### src/rtl/div_seq_pkg.sv
// Shared definitions for the signed 4-bit division sequencer.
// Contents:
//   DataW / CmpLatDefault / DivSteps  default sizing and timing constants
//   div_state_e                       sequencer state encoding (3 bits)
//   Div0Quotient                      quotient reported for a zero divisor
//   is_ovf()                          detects the single overflowing case -8 / -1
package div_seq_pkg;

    localparam int unsigned DataW         = 4;
    localparam int unsigned CmpLatDefault = 2;
    localparam int unsigned DivSteps      = 4;

    typedef enum logic [2:0] {
        StIdle    = 3'd0,
        StNegReq  = 3'd1,
        StNegWait = 3'd2,
        StDiv     = 3'd3,
        StFixReq  = 3'd4,
        StFixWait = 3'd5,
        StDone    = 3'd6
    } div_state_e;

    // Divide by zero: quotient is all ones, remainder echoes the dividend.
    localparam logic [DataW-1:0] Div0Quotient = 4'b1111;
    localparam logic [DataW-1:0] MinNeg       = 4'b1000;
    localparam logic [DataW-1:0] MinusOne     = 4'b1111;

    function automatic logic is_ovf(input logic [DataW-1:0] a, input logic [DataW-1:0] b);
        return (a == MinNeg) && (b == MinusOne);
    endfunction

endpackage

### src/rtl/division_restoring_core.sv
// Unsigned restoring divider, one quotient bit per step, MSB first.
// Ports:
//   clk_i, rst_ni         clock, asynchronous active-low reset
//   load_i                capture dividend_i / divisor_i and clear the partial remainder
//   step_i                perform one shift/trial-subtract step (ignored once valid_o is high)
//   dividend_i, divisor_i unsigned magnitudes (divisor must be non-zero)
//   quotient_next_o       quotient register value after the current step
//   remainder_next_o      remainder value after the current step
//   last_step_o           the current step is the final one; *_next_o hold the result
//   valid_o               all steps done since the last load
module division_restoring_core
    import div_seq_pkg::*;
#(
    parameter int unsigned W     = DataW,
    parameter int unsigned Steps = DivSteps
) (
    input  logic         clk_i,
    input  logic         rst_ni,
    input  logic         load_i,
    input  logic         step_i,
    input  logic [W-1:0] dividend_i,
    input  logic [W-1:0] divisor_i,
    output logic [W-1:0] quotient_next_o,
    output logic [W-1:0] remainder_next_o,
    output logic         last_step_o,
    output logic         valid_o
);

    localparam int unsigned  CntW = $clog2(Steps);
    localparam logic [CntW-1:0] LastCnt = CntW'(Steps - 1);

    // dvd_q shifts the dividend out of its MSB while quotient bits enter at the LSB.
    logic [W-1:0]    dvd_q, dvd_d;
    logic [W-1:0]    dvs_q, dvs_d;
    logic [W-1:0]    rem_q, rem_d;
    logic [CntW-1:0] cnt_q, cnt_d;
    logic            valid_q, valid_d;

    logic [W:0]   pr;
    logic [W-1:0] diff;
    logic         fits;
    logic         do_step;

    always_comb begin
        pr   = {rem_q, dvd_q[W-1]};
        fits = (pr >= {1'b0, dvs_q});
        // When the trial fits the true difference is below the divisor, so W bits suffice.
        diff = pr[W-1:0] - dvs_q;
        quotient_next_o  = {dvd_q[W-2:0], fits};
        remainder_next_o = fits ? diff : pr[W-1:0];
    end

    assign do_step     = step_i && !valid_q;
    assign last_step_o = do_step && (cnt_q == LastCnt);
    assign valid_o     = valid_q;

    always_comb begin
        dvd_d   = dvd_q;
        dvs_d   = dvs_q;
        rem_d   = rem_q;
        cnt_d   = cnt_q;
        valid_d = valid_q;
        if (load_i) begin
            dvd_d   = dividend_i;
            dvs_d   = divisor_i;
            rem_d   = '0;
            cnt_d   = '0;
            valid_d = 1'b0;
        end else if (do_step) begin
            dvd_d   = quotient_next_o;
            rem_d   = remainder_next_o;
            cnt_d   = cnt_q + CntW'(1);
            valid_d = (cnt_q == LastCnt);
        end
    end

    always_ff @(posedge clk_i or negedge rst_ni) begin
        if (!rst_ni) begin
            dvd_q   <= '0;
            dvs_q   <= '0;
            rem_q   <= '0;
            cnt_q   <= '0;
            valid_q <= 1'b0;
        end else begin
            dvd_q   <= dvd_d;
            dvs_q   <= dvs_d;
            rem_q   <= rem_d;
            cnt_q   <= cnt_d;
            valid_q <= valid_d;
        end
    end

endmodule

### src/rtl/division_sequencer.sv
// Signed 4-bit divider sequencer. Takes operand magnitudes through the shared
// two's-complement stage, runs the restoring core, then negates the quotient
// and/or remainder through the same stage when the signs call for it.
// Ports:
//   clk, rst                      clock, asynchronous active-low reset
//   start, dividend, divisor      request and signed operands (sampled when idle)
//   busy, done                    busy from accept until done clears; done is a 1-cycle pulse
//   quotient, remainder           signed results, held until the next completion
//   err_div0, ovf                 zero divisor / -8 by -1 flags, valid with done
//   cmp_sel, cmp_first, cmp_second     request and operands to the complement stage
//   cmp_res_first, cmp_res_second      complemented values from the stage
//   cmp_finish                    stage finish flag (sticky once set)
// Only W = 4 is supported: the complement stage is fixed at 4 bits.
module division_sequencer
    import div_seq_pkg::*;
#(
    parameter int unsigned W       = DataW,
    parameter int unsigned CMP_LAT = CmpLatDefault
) (
    input  logic         clk,
    input  logic         rst,
    input  logic         start,
    input  logic [W-1:0] dividend,
    input  logic [W-1:0] divisor,
    output logic         busy,
    output logic         done,
    output logic [W-1:0] quotient,
    output logic [W-1:0] remainder,
    output logic         err_div0,
    output logic         ovf,
    output logic         cmp_sel,
    output logic [W-1:0] cmp_first,
    output logic [W-1:0] cmp_second,
    input  logic [W-1:0] cmp_res_first,
    input  logic [W-1:0] cmp_res_second,
    input  logic         cmp_finish
);

    localparam logic [7:0] LatCnt = 8'(CMP_LAT);

    div_state_e   state_q, state_d;
    logic         busy_q, busy_d;
    logic         done_q, done_d;
    logic         sel_q, sel_d;
    logic [W-1:0] first_q, first_d;
    logic [W-1:0] second_q, second_d;
    logic [W-1:0] quot_q, quot_d;
    logic [W-1:0] rem_q, rem_d;
    logic         err_q, err_d;
    logic         ovf_q, ovf_d;
    logic [W-1:0] a_q, a_d;
    logic [W-1:0] b_q, b_d;
    logic         sa_q, sa_d;
    logic         sb_q, sb_d;
    logic         nq_q, nq_d;
    logic         nr_q, nr_d;
    logic [7:0]   cnt_q, cnt_d;

    logic [W-1:0] ma, mb, core_a, core_b, qm, rm;
    logic         core_load, core_step, core_last, core_valid;
    logic         nq, nr, accept, wait_exit;
    logic [7:0]   cnt_inc;

    assign ma     = sa_q ? cmp_res_first : a_q;
    assign mb     = sb_q ? cmp_res_second : b_q;
    // Unsigned operands go straight from the request; signed ones wait for the stage.
    assign core_a = (state_q == StIdle) ? dividend : ma;
    assign core_b = (state_q == StIdle) ? divisor : mb;

    assign nq = (sa_q ^ sb_q) && (qm != '0);
    assign nr = sa_q && (rm != '0);

    assign accept  = (state_q == StIdle) && start && !busy_q;
    assign cnt_inc = (cnt_q == 8'hFF) ? cnt_q : cnt_q + 8'd1;
    // cnt_inc counts the wait cycle in progress; the floor keeps a stale sticky
    // finish from being taken as completion of the pass just requested.
    assign wait_exit = cmp_finish && (cnt_inc >= LatCnt);

    division_restoring_core #(
        .W    (W),
        .Steps(DivSteps)
    ) u_core (
        .clk_i           (clk),
        .rst_ni          (rst),
        .load_i          (core_load),
        .step_i          (core_step),
        .dividend_i      (core_a),
        .divisor_i       (core_b),
        .quotient_next_o (qm),
        .remainder_next_o(rm),
        .last_step_o     (core_last),
        .valid_o         (core_valid)
    );

    always_comb begin
        state_d   = state_q;
        busy_d    = busy_q;
        done_d    = 1'b0;
        sel_d     = 1'b0;
        first_d   = first_q;
        second_d  = second_q;
        quot_d    = quot_q;
        rem_d     = rem_q;
        err_d     = err_q;
        ovf_d     = ovf_q;
        a_d       = a_q;
        b_d       = b_q;
        sa_d      = sa_q;
        sb_d      = sb_q;
        nq_d      = nq_q;
        nr_d      = nr_q;
        cnt_d     = cnt_q;
        core_load = 1'b0;
        core_step = 1'b0;

        case (state_q)
            StIdle: begin
                // busy stays up through the done cycle and drops with it.
                busy_d = 1'b0;
                if (accept) begin
                    busy_d = 1'b1;
                    a_d    = dividend;
                    b_d    = divisor;
                    sa_d   = dividend[W-1];
                    sb_d   = divisor[W-1];
                    if (divisor == '0) begin
                        state_d = StDone;
                        quot_d  = Div0Quotient;
                        rem_d   = dividend;
                        err_d   = 1'b1;
                        ovf_d   = 1'b0;
                    end else if (dividend[W-1] || divisor[W-1]) begin
                        state_d  = StNegReq;
                        sel_d    = 1'b1;
                        first_d  = dividend;
                        second_d = divisor;
                    end else begin
                        state_d   = StDiv;
                        core_load = 1'b1;
                    end
                end
            end
            StNegReq: begin
                cnt_d   = '0;
                state_d = StNegWait;
            end
            StNegWait: begin
                if (wait_exit) begin
                    state_d   = StDiv;
                    core_load = 1'b1;
                end else begin
                    cnt_d = cnt_inc;
                end
            end
            StDiv: begin
                core_step = !core_valid;
                if (core_last) begin
                    if (nq || nr) begin
                        state_d  = StFixReq;
                        sel_d    = 1'b1;
                        first_d  = qm;
                        second_d = rm;
                        nq_d     = nq;
                        nr_d     = nr;
                    end else begin
                        state_d = StDone;
                        quot_d  = qm;
                        rem_d   = rm;
                        err_d   = 1'b0;
                        ovf_d   = is_ovf(a_q, b_q);
                    end
                end
            end
            StFixReq: begin
                cnt_d   = '0;
                state_d = StFixWait;
            end
            StFixWait: begin
                if (wait_exit) begin
                    state_d = StDone;
                    quot_d  = nq_q ? cmp_res_first : first_q;
                    rem_d   = nr_q ? cmp_res_second : second_q;
                    err_d   = 1'b0;
                    ovf_d   = is_ovf(a_q, b_q);
                end else begin
                    cnt_d = cnt_inc;
                end
            end
            StDone: begin
                done_d  = 1'b1;
                state_d = StIdle;
            end
            default: begin
                state_d = StIdle;
            end
        endcase
    end

    always_ff @(posedge clk or negedge rst) begin
        if (!rst) begin
            state_q  <= StIdle;
            busy_q   <= 1'b0;
            done_q   <= 1'b0;
            sel_q    <= 1'b0;
            first_q  <= '0;
            second_q <= '0;
            quot_q   <= '0;
            rem_q    <= '0;
            err_q    <= 1'b0;
            ovf_q    <= 1'b0;
            a_q      <= '0;
            b_q      <= '0;
            sa_q     <= 1'b0;
            sb_q     <= 1'b0;
            nq_q     <= 1'b0;
            nr_q     <= 1'b0;
            cnt_q    <= '0;
        end else begin
            state_q  <= state_d;
            busy_q   <= busy_d;
            done_q   <= done_d;
            sel_q    <= sel_d;
            first_q  <= first_d;
            second_q <= second_d;
            quot_q   <= quot_d;
            rem_q    <= rem_d;
            err_q    <= err_d;
            ovf_q    <= ovf_d;
            a_q      <= a_d;
            b_q      <= b_d;
            sa_q     <= sa_d;
            sb_q     <= sb_d;
            nq_q     <= nq_d;
            nr_q     <= nr_d;
            cnt_q    <= cnt_d;
        end
    end

    assign busy       = busy_q;
    assign done       = done_q;
    assign quotient   = quot_q;
    assign remainder  = rem_q;
    assign err_div0   = err_q;
    assign ovf        = ovf_q;
    assign cmp_sel    = sel_q;
    assign cmp_first  = first_q;
    assign cmp_second = second_q;

endmodule

### config.mk
export PLATFORM = sky130hd
export DESIGN_NAME = division_sequencer
export DESIGN_NICKNAME = d
export VERILOG_FILES = /design/src/rtl/div_seq_pkg.sv /design/src/rtl/division_restoring_core.sv /design/src/rtl/division_sequencer.sv
export SDC_FILE = /design/constraint.sdc
export NUM_CORES = 1
export LEC_CHECK = 0
export CAP_MARGIN = 30
export CORE_MARGIN = 4
export CORE_UTILIZATION = 57
export CTS_CLUSTER_SIZE = 10
export DETAILED_ROUTE_END_ITERATION = 10
export PLACE_DENSITY = 0.84
export SYNTH_ARGS = -nofsm -noshare
export SYNTH_HDL_FRONTEND = slang
export SYNTH_SLANG_ARGS = --single-unit
### constraint.sdc
create_clock -name clk -period 3.87 [get_ports clk]
set_clock_uncertainty 0.05 [all_clocks]
set_input_delay 0.5805 -clock clk [delete_from_list [all_inputs] [get_ports clk]]
set_output_delay 0.5805 -clock clk [all_outputs]
set_load 0.02 [all_outputs]
# Yosys cells after proc, flatten, opt, wreduce, memory -nomap -nowiden
# Cells that the tools add are included.
op_classes:
  add_sub_neg: 3
  order_cmp: 2
  eq_ne: 20
  mux: 76
  bitwise_logic: 1
  n_reduce_logical: 28
ops:
  columns: ["op", "n"]
  rows:
  - ["$mux 4", 31]
  - ["$mux 1", 24]
  - ["$pmux 4 s3", 2]
  - ["$pmux 3 s6", 1]
  - ["$mux 8", 2]
  - ["$ne 2x2->1 const B", 8]
  - ["$pmux 4 s2", 2]
  - ["$pmux 8 s2", 1]
  - ["$mux 3", 5]
  - ["$reduce_and 6->1", 2]
  - ["$eq 3x3->1 const B", 3]
  - ["$add 8x1->8 const B", 1]
  - ["$eq 4x4->1 const B", 2]
  - ["$eq 8x8->1 const B", 1]
  - ["$ge 8x2->1 const B", 1]
  - ["$logic_and 1x1->1", 8]
  - ["$mux 2", 4]
  - ["$reduce_bool 4->1", 2]
  - ["$eq 3x2->1 const B", 2]
  - ["$pmux 1 s3", 2]
  - ["$reduce_bool 2->1", 3]
  - ["$ge 5x4->1", 1]
  - ["$logic_not 4->1", 1]
  - ["$ne 2x1->1 const B", 2]
  - ["other kinds (14)", 19]
word_totals:
  register_bits: 59
  out_inout_bits: 21

# Depth between registers and ports, before layout
# Gate-level depths: netlist of the first run.
depth:
  depth_word: 8
  ltp_mapped: 9

# Cells and area by module
# A second synthesis of the first run with hierarchy kept.
hier_totals:
  cells_unflattened: 383
  hier_area_um2: 3593.4
by_module_without_submodules:
  columns: ["module", "n_inst", "cells_per_inst", "area_each_um2", "seq_area_each_um2"]
  rows:
  - ["division_sequencer", 1, 277, 2638.8, 1051.0]
  - ["division_restoring_core", 1, 106, 954.7, 375.4]

# Least setup slack after synthesis of the first run
# No wires, ideal clock.
synth_timing:
  path_kind: "register to register"
  start: "register u_core.rem_q[1]"
  end: "register first_q[0] (netlist: cmp_first[0])"
  setup_time_ns: 0.125
  arrival_time_ns: 2.520
  setup_slack_ns: 1.175
  stages_incl_launch_ff: 8
  n_path_buf: 0
  synth_period_minus_slack_ns: 2.695
  path_cell_list: "dfrtp_1 > ha_1 > o21a_1 > a21boi_4 > o41ai_2 > o22ai_2 > a221oi_4 > mux2_4"
synth_between:
  elab_chain_cells: 7
  elab_cells_between_ends: 13
synth_lines:
  columns: ["element", "line_no", "rtl"]
  rows:
  - ["start, declared", "division_restoring_core.sv:35", "logic [W-1:0] rem_q, rem_d;"]
  - ["start signal, assigned", "division_restoring_core.sv:87", "rem_q <= rem_d;"]
  - ["$sub 4x4->4 or $ge 5x4->1 (tied branches)", "division_restoring_core.sv:48, division_restoring_core.sv:46", null]
  - ["$mux 4", "division_restoring_core.sv:50", "remainder_next_o = fits ? diff : pr[W-1:0];"]
  - ["$reduce_bool 4->1", "division_sequencer.sv:71", "assign nr = sa_q && (rm != '0);"]
  - ["$logic_and 1x1->1", "division_sequencer.sv:71", null]
  - ["$logic_or 1x1->1", "division_sequencer.sv:158", "if (nq || nr) begin"]
  - ["$ne 2x2->1 (no source line)", null, null]
  - ["$reduce_and 6->1 (no source line)", null, null]
  - ["end signal, assigned", "division_sequencer.sv:223", "first_q <= first_d;"]
  - ["end, declared", "division_sequencer.sv:45", "logic [W-1:0] first_q, first_d;"]
# Several ways; a longest one is shown, not always the timed one. The select of a mux whose other input is x is not followed.
# A chain may end at the register's enable or synchronous reset.

# Final worst setup path of the first run
layout_timing:
  start: "register u_core.dvd_q[3]"
  end: "register quot_q[3] (netlist: quotient[3])"
layout_between:
  elab_chain_cells: 7
  elab_cells_between_ends: 10
layout_lines:
  columns: ["element", "line_no", "rtl"]
  rows:
  - ["start, declared", "division_restoring_core.sv:33", "logic [W-1:0] dvd_q, dvd_d;"]
  - ["start signal, assigned", "division_restoring_core.sv:85", "dvd_q <= dvd_d;"]
  - ["$sub 4x4->4 or $ge 5x4->1 (tied branches)", "division_restoring_core.sv:48, division_restoring_core.sv:46", null]
  - ["$mux 4", "division_restoring_core.sv:50", null]
  - ["$reduce_bool 4->1", "division_sequencer.sv:71", null]
  - ["$logic_and 1x1->1", "division_sequencer.sv:71", null]
  - ["$logic_or 1x1->1 (*)", "division_sequencer.sv:158", null]
  - ["$ne 2x2->1 (no source line) (*)", null, null]
  - ["$reduce_and 6->1 (no source line) (*)", null, null]
  - ["end signal, assigned", "division_sequencer.sv:225", "quot_q <= quot_d;"]
  - ["end, declared", "division_sequencer.sv:47", "logic [W-1:0] quot_q, quot_d;"]
# Every way passes the cells marked *; elsewhere a longest branch is shown, timed or not.

==> flow_metrics.py, run 1 <==
metrics = {
    "outcome": {
        "outcome": "finished, final reports clean",
    },
    "cts": {
        "clk_pin_slew_ps": 70,
        "max-clock-path-buffers": 2,
        "cts_buffer_count": 9,
        "worst_skew_pair.late_latency_ps": 350,
        "cts.hold.buffers_added": 0,
        "ctsHtreeMaxLevel": 3,
        "tritoncts": "yes",
        "clock_sinks": 57,
        "cts_root_buf": "sky130_fd_sc_hd__clkbuf_8",
        "cts_setup_buffers": 0,
        "post_cts_resize_count": 0,
    },
    "route": {
        "routed_wl_um": 9460,
        "final_antenna_net_count": 0,
        "route.detailed.wl_per_inst_um": 20.0,
        "drt_first_pass_iters": 5,
        "detail_route.iter0.violations": 239,
        "drc": 0,
        "vias": 3149,
        "vias_per_cell": 6.66,
    },
    "pwr": {
        "vdd_drop_max_mv": 0.566,
        "leakage_nw": 1.80,
        "finalPower_mw": 4.18,
        "power_density_nw_per_um2": 978,
    },
    "yosys": {
        "yosysSeqAreaShare": 0.391,
        "syn_nets": 384,
        "area_share_of_the_largest_cell_type_after_synthesis": 0.391,
        "synthesis.instances": 357,
        "netlist_area_sq_um": 3640,
        "cell_accounting_for_the_most_synthesized_area": "sky130_fd_sc_hd__dfrtp_1",
        "postSynthRegisterBits": 57,
        "synth.top_cells.by_area": "sky130_fd_sc_hd__dfrtp_1, sky130_fd_sc_hd__mux2_4, sky130_fd_sc_hd__mux2i_1, sky130_fd_sc_hd__nand2_1, sky130_fd_sc_hd__a21oi_1",
        "number_of_library_cell_types_mapped_by_synthesis": 73,
        "synth_edf_count": 0,
        "syn_area_per_cell_sq_um": 10.2,
        "ys.warnings.count": 0,
        "synth_flop_cell": "sky130_fd_sc_hd__dfrtp_1",
        "synthArstFlopShare": 1.00,
    },
    "cells_and_area": {
        "ff_latch_area_sq_um": 1430,
        "area_delta_synth_final_pct": 17.1,
        "n_antenna_cell": 0,
        "layout.cells.most_common": "sky130_fd_sc_hd__dfrtp_1",
        "layoutNonFillerInstCount": 473,
        "multiInputGateArea_sq_um": 2060,
        "post_route_cells_drive_above_1_share": 0.193,
        "fin_nets": 420,
        "final_cell_mix": "sky130_fd_sc_hd__dfrtp_1, sky130_fd_sc_hd__clkdlybuf4s50_1, sky130_fd_sc_hd__nand2_1, sky130_fd_sc_hd__nor2_1, sky130_fd_sc_hd__a21oi_1",
        "fillCellCount": 424,
    },
    "floorplan": {
        "die_y_um": 88.0,
        "core_area_sq_um": 6060,
        "floorplan.die_area_sq_um": 7740,
        "ioPinCount": 41,
        "start_util": 0.601,
        "rows": 28,
        "die_w_um": 88.0,
    },
    "grt": {
        "via_count_of_the_first_global_routing_pass": 3115,
        "grt-ovfl-total": 0,
        "first_pass_grt_wire_length_um": 15400,
        "grt_max_degree": 33,
        "initial_antenna_violation_count": 0,
        "grtUsageTotal": 0.262,
    },
    "timing": {
        "timing.final.setup_violations": 0,
        "timing.final.crit_share": 0.808,
        "max_slew.worst_pin.slew_ps": 940,
        "finalWorstSetupSlack_ps": 742,
        "setup_repair_after_global_routing_missed_its_margin": "no",
        "final_hold_vio_count": 0,
        "pins_over_slew_limit": 0,
        "achievable-frequency_mhz": 320,
        "setup-tns-final_ps": 0,
        "max-slew-margin-rel": 0.373,
        "fin_crit_ps": 3130,
    },
    "placed_design": {
        "placed_cells": 457,
        "gp_routability_congestion": 0.922,
        "place_worst_setup_slack_ps": 661,
        "dpl.hpwl_um": 6640,
        "portBuffers": 40,
    },
    "critical_path": {
        "critPathLaunchType": "register",
        "required_time_at_the_worst_slack_endpoint_ps": 4050,
        "crit_path_max_fanout": 10,
        "sort_of_element_at_the_end_of_the_critical_path": "register",
        "crit_type": "reg -> reg",
        "timing.critical_path.arrival_ps": 3310,
    },
    "flow_run": {
        "drv_cap": 0,
    },
    "min_path": {
        "holdCritPathClass": "in -> async",
    },
}
-- final timing paths --
check / startpoint / end / slack, ps / cells after the start
max: u_core.dvd_q[3] / quotient[3] / 740 / 9
min: rst / cnt_q[6] / 260 / 1
max reg2reg: u_core.dvd_q[3] / quotient[3] / 740 / 9
min reg2reg: remainder[0] / remainder[0] / 460 / 1
max in group asynchronous: rst / err_div0 / 2670 / 2
min in group clk: remainder[0] / remainder[0] / 460 / 1
-- metrics by stage --
step / area (sq um) / util / hold WS [ps]
2_1_floorplan: 3640 / - / 235
3_3_place_gp: 4050 / 0.668 / 434
3_5_place_dp: 4060 / 0.670 / 448
4_1_cts: 4270 / 0.704 / 272
5_1_grt: 4270 / 0.704 / 296
6_report: 4270 / 0.704 / 261
-- cell type report --
type                       count  area share
multi-input combinational    268       0.483
sequential                    57       0.334
timing repair buffer          45       0.102
clock buffer                  12      0.0364
tap                           75      0.0220
clock inverter                 4      0.0120
inverter                      12      0.0106
-- report_power, final --
group,switching [mW],internal (mW)
Clock,0.247,0.332
Combinational,1.34,1.10
Sequential,0.303,0.847
-- registers in the layout (all words and copies together) (netlist names), 2 cells and up --
| signal | cells |
|---|---|
| cmp_second | 4 |
| u_core.dvs_q | 4 |
| u_core.cnt_q | 2 |
| cmp_first | 4 |
| a_q | 4 |
| u_core.dvd_q | 4 |
| state_q | 3 |
| b_q | 4 |
| cnt_q | 8 |
| remainder | 4 |
| u_core.rem_q | 4 |
| quotient | 4 |
-- cells in the mapped netlist (all sizes together) (3+ instances only) --
master   n
o21a     5
nand3b   3
clkbuf   8
o22ai    5
o21ai   15
nand4    4
nand2b   4
buf     12
or4      4
a21oi   25
inv     12
a21o     6
ha       6
dfrtp   57
o211ai   5
and2     3
mux2i   22
nor2    28
o221ai   5
nand2   35
mux2    27
and3     4
a31oi    5
o41ai    4
nor3     7
nand3    6
a211oi   5
-- worst max-delay path, stage by stage (launching register included) --
cell and delay [ps]:
sky130_fd_sc_hd__dfrtp_1 450, sky130_fd_sc_hd__inv_1 90, sky130_fd_sc_hd__ha_1 210, sky130_fd_sc_hd__fa_1 380, sky130_fd_sc_hd__xor2_1 210, sky130_fd_sc_hd__nand2_1 80, sky130_fd_sc_hd__a21oi_1 240, sky130_fd_sc_hd__o221ai_2 240
sky130_fd_sc_hd__a221oi_4 710, sky130_fd_sc_hd__mux2_4 350
-- kinds of logic after synthesis --
kind of cell | share of synthesized area
flops | 0.391
fa+ha+maj | 0.0261
compound gates | 0.218
xor+xnor | 0.00962
simple gates | 0.152
buf+inv | 0.0433
mux | 0.159
-- metal layers --
metal | track usage | share of wire
met4 | 0.102 | 0.027
met5 | 0 | 0
met3 | 0.0753 | 0.068
met1 | 0.331 | 0.43
met2 | 0.423 | 0.47
Power figures use the tool's default switching activity.
==> inputs of run 2 (changes only) <==
- CORE_UTILIZATION: 57 -> 51
- PLACE_DENSITY: 0.84 -> 0.79
- clock period: 3.87 -> 2.8 ns (I/O delays scaled with it)
==> run 2 against run 1 <==
Clock-buffer cell count up 1. Critical path depth down 1. Die area up 11%. Register-to-register slack worse by 680 ps. Via count up 2.1%. Sequential power up 38%. Setup slack worse by 680 ps. First-iteration DRC count up 29%. Fmax up 14%. Critical endpoint is now remainder[1]. Largest cell class unchanged. Largest power group unchanged.
==> flow_metrics.py, run 2 (same netlist as run 1, synthesis figures left out) <==
metrics = {
    "pwr": {
        "finalPower_mw": 6.19,
        "power_density_nw_per_um2": 1370,
        "leakage_nw": 1.90,
        "vdd_drop_max_mv": 0.659,
    },
    "timing": {
        "setup-tns-final_ps": 0,
        "achievable-frequency_mhz": 365,
        "max-slew-margin-rel": 0.607,
        "max_slew.worst_pin.slew_ps": 586,
        "setup_repair_after_global_routing_missed_its_margin": "yes",
        "timing.final.crit_share": 0.979,
        "final_hold_vio_count": 0,
        "timing.final.setup_violations": 0,
        "fin_crit_ps": 2740,
        "pins_over_slew_limit": 0,
    },
    "route": {
        "routed_wl_um": 10300,
        "drt_first_pass_iters": 5,
        "vias_per_cell": 6.25,
        "detail_route.iter0.violations": 309,
        "vias": 3214,
        "route.detailed.wl_per_inst_um": 20.0,
        "drc": 0,
        "final_antenna_net_count": 0,
    },
    "floorplan": {
        "die_w_um": 92.5,
        "rows": 30,
        "die_y_um": 92.5,
        "ioPinCount": 41,
        "floorplan.die_area_sq_um": 8560,
        "core_area_sq_um": 6870,
        "start_util": 0.530,
    },
    "cells_and_area": {
        "final_cell_mix": "sky130_fd_sc_hd__dfrtp_1, sky130_fd_sc_hd__clkdlybuf4s50_1, sky130_fd_sc_hd__nand2_1, sky130_fd_sc_hd__nor2_1, sky130_fd_sc_hd__a21oi_1",
        "post_route_cells_drive_above_1_share": 0.244,
        "n_antenna_cell": 0,
        "layoutNonFillerInstCount": 514,
        "area_delta_synth_final_pct": 24.1,
        "fin_nets": 440,
        "largest_register_ffs": 8,
        "final_core_util": 0.658,
        "layout.cells.most_common": "sky130_fd_sc_hd__dfrtp_1",
        "regMostFlops": "cnt_q",
    },
    "placed_design": {
        "gp_routability_congestion": 0.935,
        "portBuffers": 40,
        "placed_cells": 497,
        "dpl.hpwl_um": 7370,
    },
    "cts": {
        "clk_pin_slew_ps": 60,
        "ctsHtreeMaxLevel": 3,
        "cts_setup_buffers": 0,
        "max-clock-path-buffers": 2,
        "tritoncts": "yes",
        "cts_buffer_count": 9,
        "clock_sinks": 57,
        "worst_skew_pair.late_latency_ps": 340,
        "cts_root_buf": "sky130_fd_sc_hd__clkbuf_8",
    },
    "grt": {
        "grtUsageTotal": 0.242,
        "initial_antenna_violation_count": 0,
        "grt_max_degree": 26,
        "grt-ovfl-total": 0,
        "via_count_of_the_first_global_routing_pass": 3211,
        "first_pass_grt_wire_length_um": 16100,
    },
    "critical_path": {
        "critical_path.top_delay_family": "compound AO/OA/AOI/OAI gates",
        "critical_path.n_buffers_inverters": 2,
        "critical_path.reg2reg.endpoint": "remainder[1]",
        "crit_type": "reg -> reg",
        "required_time_at_the_worst_slack_endpoint_ps": 2980,
        "critPathLaunchType": "register",
        "r2r_start": "u_core.dvd_q[3]",
        "max_stage_delay_ps": 500,
        "ff2ff_path_depth": 8,
        "cp_cell_sequence": "inv_1 > ha_2 > or3b_2 > o2bb2ai_4 > o221ai_4 > a221oi_4 > buf_12 > mux2_4",
        "timing.critical_path.arrival_ps": 2920,
        "crit_path_top_delay_cell": "sky130_fd_sc_hd__or3b_2",
        "crit_path_max_fanout": 10,
        "timing.reg2reg.setup_slack_ps": 60,
        "sort_of_element_at_the_end_of_the_critical_path": "register",
    },
    "outcome": {
        "outcome": "finished, final reports clean",
    },
    "min_path": {
        "holdCritPathClass": "reg -> reg",
        "hp-start": "quotient[2]",
        "worst_hold_endpoint": "quotient[2]",
        "whs_path_depth": 1,
    },
    "flow_run": {
        "drv_cap": 0,
    },
}
==> run 2: worst reg2reg max path, cell delays in order (launching register included) <==
cell	delay, ps
sky130_fd_sc_hd__dfrtp_1	440
sky130_fd_sc_hd__inv_1	90
sky130_fd_sc_hd__ha_2	390
sky130_fd_sc_hd__or3b_2	500
sky130_fd_sc_hd__o2bb2ai_4	210
sky130_fd_sc_hd__o221ai_4	170
sky130_fd_sc_hd__a221oi_4	300
sky130_fd_sc_hd__buf_12	180
sky130_fd_sc_hd__mux2_4	310
==> run 2: layout make-up <==
cell class                      count  area, sq um
Clock inverter                      3         15.0
Fill cell                         528         2350
Clock buffer                       13          159
Timing Repair Buffer               65          606
Tap cell                           96          120
Sequential cell                    57         1430
Inverter                           12         45.0
Multi-Input combinational cell    268         2150
==> run 2: what timing repair did <==
| action | in CTS | in global routing |
|---|---|---|
| hold buffers | 1 | 0 |
| resized for setup | 0 | 14 |
| endpoints found under the setup margin | 0 | 15 |
| endpoints found under the hold margin | 16 | 0 |
==> run 2: worst max path at each step <==
stage	startpoint	to	depth (start not counted)
after floorplan	u_core.rem_q[1]	cmp_first[0]	7
after CTS	u_core.rem_q[1]	remainder[1]	8
final	u_core.dvd_q[3]	remainder[1]	8
after detailed placement	u_core.rem_q[1]	remainder[1]	8
after global placement	u_core.rem_q[1]	quotient[2]	8
after global routing	u_core.dvd_q[3]	cmp_second[3]	10
==> run 2: per-layer routing <==
metal  vias up  routed length (um)  track usage
met3        30                 597       0.0325
met2       142                5140        0.407
met1      1591                4240        0.308
met5         -                   0            0
met4         0                 298        0.113
li1       1451                   -            -
==> run 2: stage by stage <==
step	setup slack, ps	area, sq um	hold WS [ps]
after floorplan	105	3640	74.4
after global placement	139	4240	324
after detailed placement	7.85	4240	330
after CTS	5.93	4420	480
final	57.6	4520	475
after global routing	-32.1	4520	495
==> run 2: power by group <==
group	switching (mW)	leakage [nW]	internal, mW
clock	0.325	0.0932	0.365
combinational	2.13	1.09	1.79
sequential	0.415	0.726	1.17
